--- config.mk ---
export PLATFORM = sky130hd
export DESIGN_NAME = led_feedback
export DESIGN_NICKNAME = d
export VERILOG_FILES = /design/src/rtl/led_feedback.sv
export SDC_FILE = /design/constraint.sdc
export NUM_CORES = 1
export LEC_CHECK = 0
export ABC_AREA = 1
export BUFFER_PORTS_ARGS = -buffer_cell sky130_fd_sc_hd__buf_2
export CAP_MARGIN = 20
export CORE_AREA = 2 2 104 106
export CTS_BUF_LIST = sky130_fd_sc_hd__clkbuf_16
export CTS_CLUSTER_DIAMETER = 120
export DETAILED_ROUTE_END_ITERATION = 10
export DIE_AREA = 0 0 106 108
export PLACE_DENSITY = 0.62
export SLEW_MARGIN = 30
export SYNTH_ARGS = -nofsm -noshare
export SYNTH_HDL_FRONTEND = slang
export SYNTH_SLANG_ARGS = --single-unit
--- constraint.sdc ---
create_clock -name clk -period 5.9 [get_ports clk]
set_input_delay 0.885 -clock clk [delete_from_list [all_inputs] [get_ports clk]]
set_output_delay 0.885 -clock clk [all_outputs]
set_load 0.05 [all_outputs]
--- src/rtl/led_feedback.sv ---
// -----------------------------------------------------------------------------
// led_feedback
//
// Mastermind feedback stage. A one-cycle LED_Proc strobe in IDLE latches the
// secret (codemaker_code) and the guess (codebreaker_code). The block then
// scores them:
//   exact   = right letter in the right slot
//   partial = right letter in the wrong slot, each letter counted at most once
// The result is held on the LEDs for DISPLAY_CYCLES cycles, and then done
// pulses for one cycle.
//
// Ports
//   clk               in   1   system clock, rising edge
//   reset             in   1   asynchronous active-low reset
//   LED_Proc          in   1   start strobe, sampled only in IDLE
//   codemaker_code    in  12   secret, 4 letters x 3 bits, letter 0 in [11:9]
//   codebreaker_code  in  12   guess, same layout
//   led_exact         out  4   per-slot exact mask, letter n -> bit 3-n
//   exact_count       out  3   number of exact matches (0..4)
//   partial_count     out  3   number of partial matches (0..4)
//   show_valid        out  1   high while the result is on display
//   busy              out  1   high in every state except IDLE
//   done              out  1   one-cycle pulse when the display time ends
// -----------------------------------------------------------------------------
module led_feedback #(
    parameter int DISPLAY_CYCLES = 50_000_000,
    parameter int TIMER_W        = 26
) (
    input  logic        clk,
    input  logic        reset,
    input  logic        LED_Proc,
    input  logic [11:0] codemaker_code,
    input  logic [11:0] codebreaker_code,
    output logic [3:0]  led_exact,
    output logic [2:0]  exact_count,
    output logic [2:0]  partial_count,
    output logic        show_valid,
    output logic        busy,
    output logic        done
);

    typedef enum logic [2:0] {
        ST_IDLE    = 3'd0,
        ST_EXACT   = 3'd1,
        ST_PARTIAL = 3'd2,
        ST_SHOW    = 3'd3,
        ST_DONE    = 3'd4
    } state_t;

    state_t              state_r;
    state_t              state_next_s;

    logic [11:0]         secret_r;
    logic [11:0]         guess_r;
    logic [3:0]          used_s_r;      // secret slots already consumed by a match
    logic [3:0]          used_g_r;      // guess slots already consumed by a match
    logic [3:0]          idx_r;         // EXACT: [1:0]=slot; PARTIAL: [3:2]=secret, [1:0]=guess
    logic [TIMER_W-1:0]  timer_r;

    logic [3:0]          led_exact_r;
    logic [2:0]          exact_count_r;
    logic [2:0]          partial_count_r;
    logic                show_valid_r;
    logic                busy_r;
    logic                done_r;

    logic [1:0]          slot_n_s;
    logic [1:0]          slot_i_s;
    logic [1:0]          slot_j_s;
    logic                exact_hit_s;
    logic                partial_hit_s;
    logic                timer_last_s;

    // Extract letter n (n=0 is the first entered letter, in the top bits).
    function automatic logic [2:0] letter_of(input logic [11:0] code, input logic [1:0] n);
        logic [2:0] l;
        l = 3'd0;
        case (n)
            2'd0:    l = code[11:9];
            2'd1:    l = code[8:6];
            2'd2:    l = code[5:3];
            2'd3:    l = code[2:0];
            default: l = 3'd0;
        endcase
        return l;
    endfunction

    assign slot_n_s = idx_r[1:0];
    assign slot_i_s = idx_r[3:2];
    assign slot_j_s = idx_r[1:0];

    // Match detection for the slot(s) addressed by the index this cycle.
    always_comb begin
        exact_hit_s   = 1'b0;
        partial_hit_s = 1'b0;
        timer_last_s  = 1'b0;
        exact_hit_s   = (letter_of(secret_r, slot_n_s) == letter_of(guess_r, slot_n_s));
        partial_hit_s = !used_s_r[slot_i_s] && !used_g_r[slot_j_s] &&
                        (letter_of(secret_r, slot_i_s) == letter_of(guess_r, slot_j_s));
        timer_last_s  = (timer_r == TIMER_W'(DISPLAY_CYCLES - 1));
    end

    // Next-state logic; an unknown encoding falls back to IDLE.
    always_comb begin
        state_next_s = state_r;
        case (state_r)
            ST_IDLE: begin
                if (LED_Proc) begin
                    state_next_s = ST_EXACT;
                end else begin
                    state_next_s = ST_IDLE;
                end
            end
            ST_EXACT: begin
                if (idx_r[1:0] == 2'd3) begin
                    state_next_s = ST_PARTIAL;
                end else begin
                    state_next_s = ST_EXACT;
                end
            end
            ST_PARTIAL: begin
                // Always the full 16 pairs, independent of the data.
                if (idx_r == 4'd15) begin
                    state_next_s = ST_SHOW;
                end else begin
                    state_next_s = ST_PARTIAL;
                end
            end
            ST_SHOW: begin
                if (timer_last_s) begin
                    state_next_s = ST_DONE;
                end else begin
                    state_next_s = ST_SHOW;
                end
            end
            ST_DONE: begin
                state_next_s = ST_IDLE;
            end
            default: begin
                state_next_s = ST_IDLE;
            end
        endcase
    end

    // State register plus status flags registered from the next state, so
    // they line up exactly with the state they describe.
    always_ff @(posedge clk or negedge reset) begin
        if (!reset) begin
            state_r      <= ST_IDLE;
            busy_r       <= 1'b0;
            show_valid_r <= 1'b0;
            done_r       <= 1'b0;
        end else begin
            state_r      <= state_next_s;
            busy_r       <= (state_next_s != ST_IDLE);
            show_valid_r <= (state_next_s == ST_SHOW);
            done_r       <= (state_next_s == ST_DONE);
        end
    end

    // Scoring datapath: latches codes on start, walks the slots, runs the timer.
    always_ff @(posedge clk or negedge reset) begin
        if (!reset) begin
            secret_r        <= 12'd0;
            guess_r         <= 12'd0;
            used_s_r        <= 4'd0;
            used_g_r        <= 4'd0;
            idx_r           <= 4'd0;
            timer_r         <= {TIMER_W{1'b0}};
            led_exact_r     <= 4'd0;
            exact_count_r   <= 3'd0;
            partial_count_r <= 3'd0;
        end else begin
            case (state_r)
                ST_IDLE: begin
                    if (LED_Proc) begin
                        secret_r        <= codemaker_code;
                        guess_r         <= codebreaker_code;
                        used_s_r        <= 4'd0;
                        used_g_r        <= 4'd0;
                        idx_r           <= 4'd0;
                        timer_r         <= {TIMER_W{1'b0}};
                        led_exact_r     <= 4'd0;
                        exact_count_r   <= 3'd0;
                        partial_count_r <= 3'd0;
                    end else begin
                        idx_r <= idx_r;
                    end
                end
                ST_EXACT: begin
                    if (exact_hit_s) begin
                        led_exact_r[2'd3 - slot_n_s] <= 1'b1;
                        used_s_r[slot_n_s]           <= 1'b1;
                        used_g_r[slot_n_s]           <= 1'b1;
                        exact_count_r                <= exact_count_r + 3'd1;
                    end else begin
                        exact_count_r <= exact_count_r;
                    end
                    // Restart the index at 0 so PARTIAL begins with pair (0,0).
                    if (slot_n_s == 2'd3) begin
                        idx_r <= 4'd0;
                    end else begin
                        idx_r <= idx_r + 4'd1;
                    end
                end
                ST_PARTIAL: begin
                    if (partial_hit_s) begin
                        partial_count_r    <= partial_count_r + 3'd1;
                        used_s_r[slot_i_s] <= 1'b1;
                        used_g_r[slot_j_s] <= 1'b1;
                    end else begin
                        partial_count_r <= partial_count_r;
                    end
                    // Wraps 15 -> 0 on the last pair.
                    idx_r <= idx_r + 4'd1;
                end
                ST_SHOW: begin
                    if (timer_last_s) begin
                        timer_r <= {TIMER_W{1'b0}};
                    end else begin
                        timer_r <= timer_r + {{(TIMER_W-1){1'b0}}, 1'b1};
                    end
                end
                ST_DONE: begin
                    timer_r <= {TIMER_W{1'b0}};
                end
                default: begin
                    timer_r <= {TIMER_W{1'b0}};
                end
            endcase
        end
    end

    assign led_exact     = led_exact_r;
    assign exact_count   = exact_count_r;
    assign partial_count = partial_count_r;
    assign show_valid    = show_valid_r;
    assign busy          = busy_r;
    assign done          = done_r;

endmodule

==> results of run 1 <==
==> final cells by class <==
type	instances	area (sq um)
Clock buffer	9	225
Clock inverter	7	88.8
Fill cell	1022	5090
Inverter	61	234
Multi-Input combinational cell	445	2270
Sequential cell	78	1950
Tap cell	136	170
Timing Repair Buffer	39	201
==> registers in the layout, summed over array words and instances, names as in the netlist <==
| register | flops |
|---|---|
| state_r | 3 |
| idx_r | 4 |
| show_valid | 1 |
| used_s_r | 4 |
| guess_r | 12 |
| done | 1 |
| busy | 1 |
| timer_r | 26 |
| partial_count | 3 |
| secret_r | 12 |
| led_exact | 4 |
| used_g_r | 4 |
| exact_count | 3 |
==> tightest hold or removal path, stage by stage (launching register included) <==
cell and delay, ns:
dfrtp_1 0.34, nand2_1 0.05, nand2_1 0.05
==> path summary, 6_finish.rpt <==
| path | endpoint | slack [ns] |
|---|---|---|
| setup / recovery | used_s_r[2] | 3.54 |
| setup reg to reg | used_s_r[2] | 3.54 |
| min in group asynchronous | guess_r[8] | 0.57 |
| hold / removal | used_g_r[2] | 0.47 |
| max in group asynchronous | state_r[2] | 4.82 |
| hold reg to reg | used_g_r[2] | 0.47 |
==> layout by cell type, fill, tap and decap left out, types with 9 or more instances in the layout <==
cell type,instances
inv_1,51
dfrtp_1,78
xor2_1,9
nor2_1,60
nand2_2,10
nand3_1,28
o21ai_0,12
nand4_1,24
nand2_1,203
buf_2,38
clkbuf_16,9
a21oi_1,22
==> routing by layer <==
layer,vias to the layer above,part of all wire (%),track usage (%)
li1,2002,-,-
met1,1905,42,24.1
met2,93,51,37.3
met3,35,3.4,4.40
met4,0,3.6,10.1
met5,-,0,0
==> synth_stat cells, drive strengths merged <==
| cell type | instances | share of area [%] |
|---|---|---|
| nand3 | 33 | 4.3 |
| xor2 | 9 | 1.7 |
| o211a | 1 | 0.22 |
| o21ai | 17 | 1.9 |
| a31oi | 1 | 0.14 |
| o22ai | 3 | 0.41 |
| or2 | 3 | 0.41 |
| ha | 8 | 2.2 |
| a21oi | 22 | 2.4 |
| clkinv | 2 | 0.16 |
| nor2 | 69 | 6.7 |
| a32o | 1 | 0.22 |
| inv | 59 | 5.0 |
| nand2 | 217 | 19 |
| o21bai | 7 | 1.2 |
| nor3 | 10 | 1.5 |
| clkbuf | 6 | 0.71 |
| nor4 | 3 | 0.41 |
| xnor2 | 3 | 0.58 |
| nor3b | 1 | 0.27 |
| nand4 | 28 | 4.6 |
| buf | 10 | 1.6 |
| dfrtp | 78 | 43 |
| o211ai | 1 | 0.16 |
| or3 | 1 | 0.14 |
| o32ai | 2 | 0.38 |
| o31ai | 1 | 0.16 |
| o21a | 4 | 0.66 |
==> cell families (layout without fill, tap and decap cells) <==
| kind of cell | after synthesis | in the layout | synth area share, % |
|---|---|---|---|
| buffers and inverters | 77 | 116 | 7.47 |
| adders and majority gates | 8 | 8 | 2.20 |
| AOI/OAI and AO/OA | 60 | 60 | 7.80 |
| and+or+nand+nor | 365 | 365 | 37.4 |
| xor gates and xnor gates | 12 | 12 | 2.31 |
| DFF | 78 | 78 | 42.8 |
==> power by group <==
group	total (mW)	internal [mW]	leakage (nW)	switching, mW
Sequential	0.670	0.605	0.961	0.0649
Clock	0.588	0.367	0.149	0.220
Combinational	0.243	0.0878	1.54	0.156
==> impl_metrics.json, run 1 <==
{
  "status": "complete, no violations",
  "syn_area_per_cell_sq_um": 7.60,
  "post_synth_inst_count": 600,
  "vias": 4035,
  "io_buffer_count": 39,
  "worstSetupPathType": "flop to flop",
  "stdcell_count": 775,
  "max_freq_mhz": 423,
  "layout-drive-gt1-share_pct": 15.5,
  "drc_errors": 0,
  "grt_usage_pct": 20.9,
  "setup.worst_path.start": "idx_r[0]",
  "cts_buffers": 9,
  "hold_violations": 0,
  "cts_buffer_depth": 2,
  "drt_iter0_drc": 159,
  "root_buffer": "clkbuf_16",
  "timing.rr.start": "idx_r[0]",
  "hp-class": "flop to flop",
  "r2r_cells": 12,
  "ys_types": 45,
  "final_cell_area_sq_um": 5140,
  "crit_path_frequent_cell": "nand2_1",
  "dr.pass1.iters": 4,
  "clkTransAtPathRegs_ns": 0.06,
  "gr-total-overflow": 0,
  "preCtsSetupSlack_ns": 2.24,
  "cts_sinks": 78,
  "rsz0062_at_grt": "false",
  "cp_top_family": "simple AND/OR/NAND/NOR gates",
  "gp_congestion": 0.948,
  "postCtsHoldBufs": 0,
  "hp-start": "used_g_r[2]",
  "grt_pass1_wl_um": 19000,
  "fin_crit_ns": 2.36,
  "die_area_sq_um": 11400,
  "crit_buf_inv": 2,
  "power_leakage_nw": 2.65,
  "ir_worst_vdd_uv": 149,
  "skew_ns": 0.00471,
  "finalCritPeriodShare_pct": 40.0,
  "die-width_um": 106,
  "hold_depth": 2,
  "n_antenna_cell": 0,
  "crit_fanout": 13,
  "slowest_delay_ns": 0.48,
  "hpwlAfterDp_um": 7810,
  "utilization_pct": 50.3,
  "cts_tree": "yes",
  "syn-num-nets": 635,
  "grt_max_degree": 79,
  "start_util_pct": 44.6,
  "worst_path_max_delay_cell": "dfrtp_1",
  "ys_ff_latch": 78,
  "insertion_delay_ns": 0.34,
  "crit_path_cell_trace": "inv_1 -> ha_1 -> inv_2 -> nand2_1 -> o21bai_1 -> a21oi_1 -> nor2_1 -> nand2_1 -> nand2_4 -> nand3_4 -> nand2_1 -> nand2_1",
  "via_per_inst": 5.21,
  "power_density_nw_per_um2": 292,
  "arrival_ns": 2.59,
  "syn_to_final_growth_pct": 12.8,
  "row_count": 37,
  "setup-tns-final_ns": 0,
  "ios": 40,
  "setup_viol": 0,
  "ant_nets": 0,
  "netlist_area_sq_um": 4560,
  "grt_antenna_before_repair": 0,
  "cp.required_ns": 6.13,
  "yosysWarningCount": 0,
  "die_h_um": 108,
  "setup_ws_ns": 3.54,
  "layout.nets": 669,
  "maxSlewHeadroom_pct": 51.9,
  "endpoint_kind": "flop",
  "post_cts_buffers": 0,
  "cap_violations": 0,
  "grt_pass1_vias": 4113,
  "tightest_slew_ns": 0.722,
  "holdWs_ns": 0.475,
  "power_mw": 1.50,
  "placed_cell_area_sq_um": 4820,
  "wl_um": 10900,
  "path_depth": 12,
  "cts.repair.resized": 0,
  "synth-seq-area-share_pct": 42.8,
  "coreArea_sq_um": 10200,
  "start_kind": "flop",
  "cts-htree-levels": 3,
  "routedWlPerCell_um": 14.0,
  "slew_viol_final": 0,
  "place_inst": 759
}
(Power assumes the default switching activity.)
==> inputs of run 2 (changes only) <==
==> constraint.sdc (replaced) <==
create_clock -name clk -period 2.22 [get_ports clk]
set_input_delay 0.333 -clock clk [delete_from_list [all_inputs] [get_ports clk]]
set_output_delay 0.333 -clock clk [all_outputs]
set_load 0.05 [all_outputs]
==> run 2 against run 1 <==
Compared with the run above:
- first-iteration DRC count is the same
- final cell count grew 1.3%
- worst hold slack lost 0.29 ns
- clock skew grew 0.0039 ns
- total power grew to 2.7 times the previous value
- design area grew 2.4%
- global-route usage grew 0.80 points
- maximum frequency grew 17%
- count of clock-buffer cells in the layout is the same
- setup slack lost 3.3 ns
- sequential power grew to 2.7 times the previous value
==> impl_metrics.json, run 2 (synthesized netlist as in run 1, its figures left out) <==
{
  "dr.pass1.iters": 6,
  "finalCritPeriodShare_pct": 90.6,
  "power_density_nw_per_um2": 758,
  "fin_crit_ns": 2.01,
  "mostFrequentLayoutCells": "nand2_1 (203), dfrtp_1 (76), nor2_1 (60)",
  "start_kind": "flop",
  "status": "complete, no violations",
  "crit_path_cell_trace": "inv_2 -> ha_4 -> clkinv_4 -> nor2_1 -> o21bai_1 -> nand2_1 -> nand2_1 -> nand3_2 -> nand2_4 -> nand3_4 -> nand2_1 -> nand2_1",
  "layout.nets": 679,
  "maxSlewHeadroom_pct": 63.4,
  "crit_fanout": 13,
  "worstSetupPathType": "flop to flop",
  "ios": 40,
  "setup_viol": 0,
  "n_antenna_cell": 0,
  "largest_register_ffs": 26,
  "root_buffer": "clkbuf_16",
  "gr-total-overflow": 0,
  "vias": 4007,
  "routedWlPerCell_um": 14.5,
  "die-width_um": 106,
  "rsz0062_at_grt": "false",
  "skew_ns": 0.00864,
  "gp_congestion": 0.918,
  "power_leakage_nw": 2.71,
  "hp-start": "codemaker_code[7]",
  "syn_to_final_growth_pct": 15.5,
  "holdWs_ns": 0.184,
  "insertion_delay_ns": 0.35,
  "top_usage_layer": "met2",
  "grtUsageMet2_pct": 37.4,
  "place_inst": 767,
  "regMostFlops": "timer_r",
  "power_mw": 3.99,
  "grt_usage_pct": 21.7,
  "arrival_ns": 2.24,
  "max_freq_mhz": 497,
  "row_count": 37,
  "layout_commonest_cell": "nand2_1",
  "grt_antenna_before_repair": 0,
  "cp.required_ns": 2.45,
  "setup-tns-final_ns": 0,
  "cts_sinks": 78,
  "hp-class": "input port to flop",
  "hpwlAfterDp_um": 8430,
  "cts_tree": "yes",
  "nFillCells": 995,
  "drc_errors": 0,
  "crit_path_frequent_cell": "nand2_1",
  "reg_top3": "timer_r x26, guess_r x12, secret_r x12",
  "ant_nets": 0,
  "ir_worst_vdd_uv": 548,
  "worst_path_max_delay_cell": "dfrtp_2",
  "grt_pass1_wl_um": 19200,
  "die_h_um": 108,
  "grt_util_met3_pct": 5.97,
  "cts-htree-levels": 3,
  "setup.worst_path.start": "idx_r[0]",
  "clkTransAtPathRegs_ns": 0.06,
  "io_buffer_count": 39,
  "layout-drive-gt1-share_pct": 17.4,
  "slew_viol_final": 0,
  "drt_iter0_drc": 159,
  "via_per_inst": 5.10,
  "stdcell_count": 785,
  "grt_max_degree": 42,
  "use_met1_pct": 26.3,
  "tightest_slew_ns": 0.550,
  "hold_violations": 0,
  "die_area_sq_um": 11400,
  "utilization_pct": 51.4,
  "coreArea_sq_um": 10200,
  "cap_violations": 0,
  "wl_um": 11400,
  "timing.rr.start": "idx_r[0]",
  "cts_buffers": 9,
  "slowest_delay_ns": 0.45,
  "grt_pass1_vias": 3937,
  "cts_buffer_depth": 2,
  "start_util_pct": 44.6,
  "endpoint_kind": "flop"
}
-- run 2: final timing paths --
kind | depth (start not counted) | to | slack [ns]
setup / recovery | 12 | used_g_r[2] | 0.21
hold / removal | 3 | secret_r[7] | 0.18
setup reg to reg | 12 | used_g_r[2] | 0.21
hold reg to reg | 2 | used_g_r[2] | 0.47
max in group asynchronous | 3 | timer_r[25] | 1.11
min in group asynchronous | 2 | guess_r[8] | 0.51
-- run 2: repair_timing --
| item | CTS | global route |
|---|---|---|
| resized for setup | 0 | 13 |
| hold endpoints to repair | 32 | 0 |
| setup endpoints to repair | 0 | 18 |
| buffers inserted | 0 | 1 |
| hold buffers | 1 | 0 |
-- run 2: final cells by class --
| type | count | area (sq um) | area share [%] |
|---|---|---|---|
| clock inverters | 7 | 81.3 | 1.55 |
| clock buffers | 9 | 225 | 4.28 |
| repair buffers | 49 | 288 | 5.47 |
| flip-flops and latches | 78 | 1950 | 37.1 |
| multi-input cells | 445 | 2310 | 43.8 |
| well taps | 136 | 170 | 3.23 |
| inverters | 61 | 239 | 4.54 |
-- run 2: metal layers --
metal | part of all wire [%] | up-vias
met2 | 51 | 109
met5 | 0 | -
met4 | 1.7 | 0
li1 | - | 2020
met3 | 5.4 | 15
met1 | 42 | 1863
-- run 2: report_power, final --
part	internal, mW	switching (mW)	total (mW)
Clock	0.968	0.571	1.54
Combinational	0.237	0.426	0.663
Sequential	1.61	0.178	1.79
-- run 2: per-stage QoR --
| stage | setup WS, ns | cell area, sq um |
|---|---|---|
| final | 0.209 | 5260 |
| after floorplan | 0.314 | 4560 |
| after CTS | 0.0392 | 5210 |
| after global placement | 0.0758 | 4890 |
| after global routing | 0.0229 | 5260 |
| after detailed placement | 0.0636 | 4890 |
-- run 2: worst max-delay path: cells and delay by family (launching register included) --
kind	cells	cell delay [ns]
AND/OR/NAND/NOR	8	0.88
flip-flops	1	0.45
buffers and inverters	2	0.26
adder cells (fa/ha/maj)	1	0.18
AO/OA/AOI/OAI	1	0.13
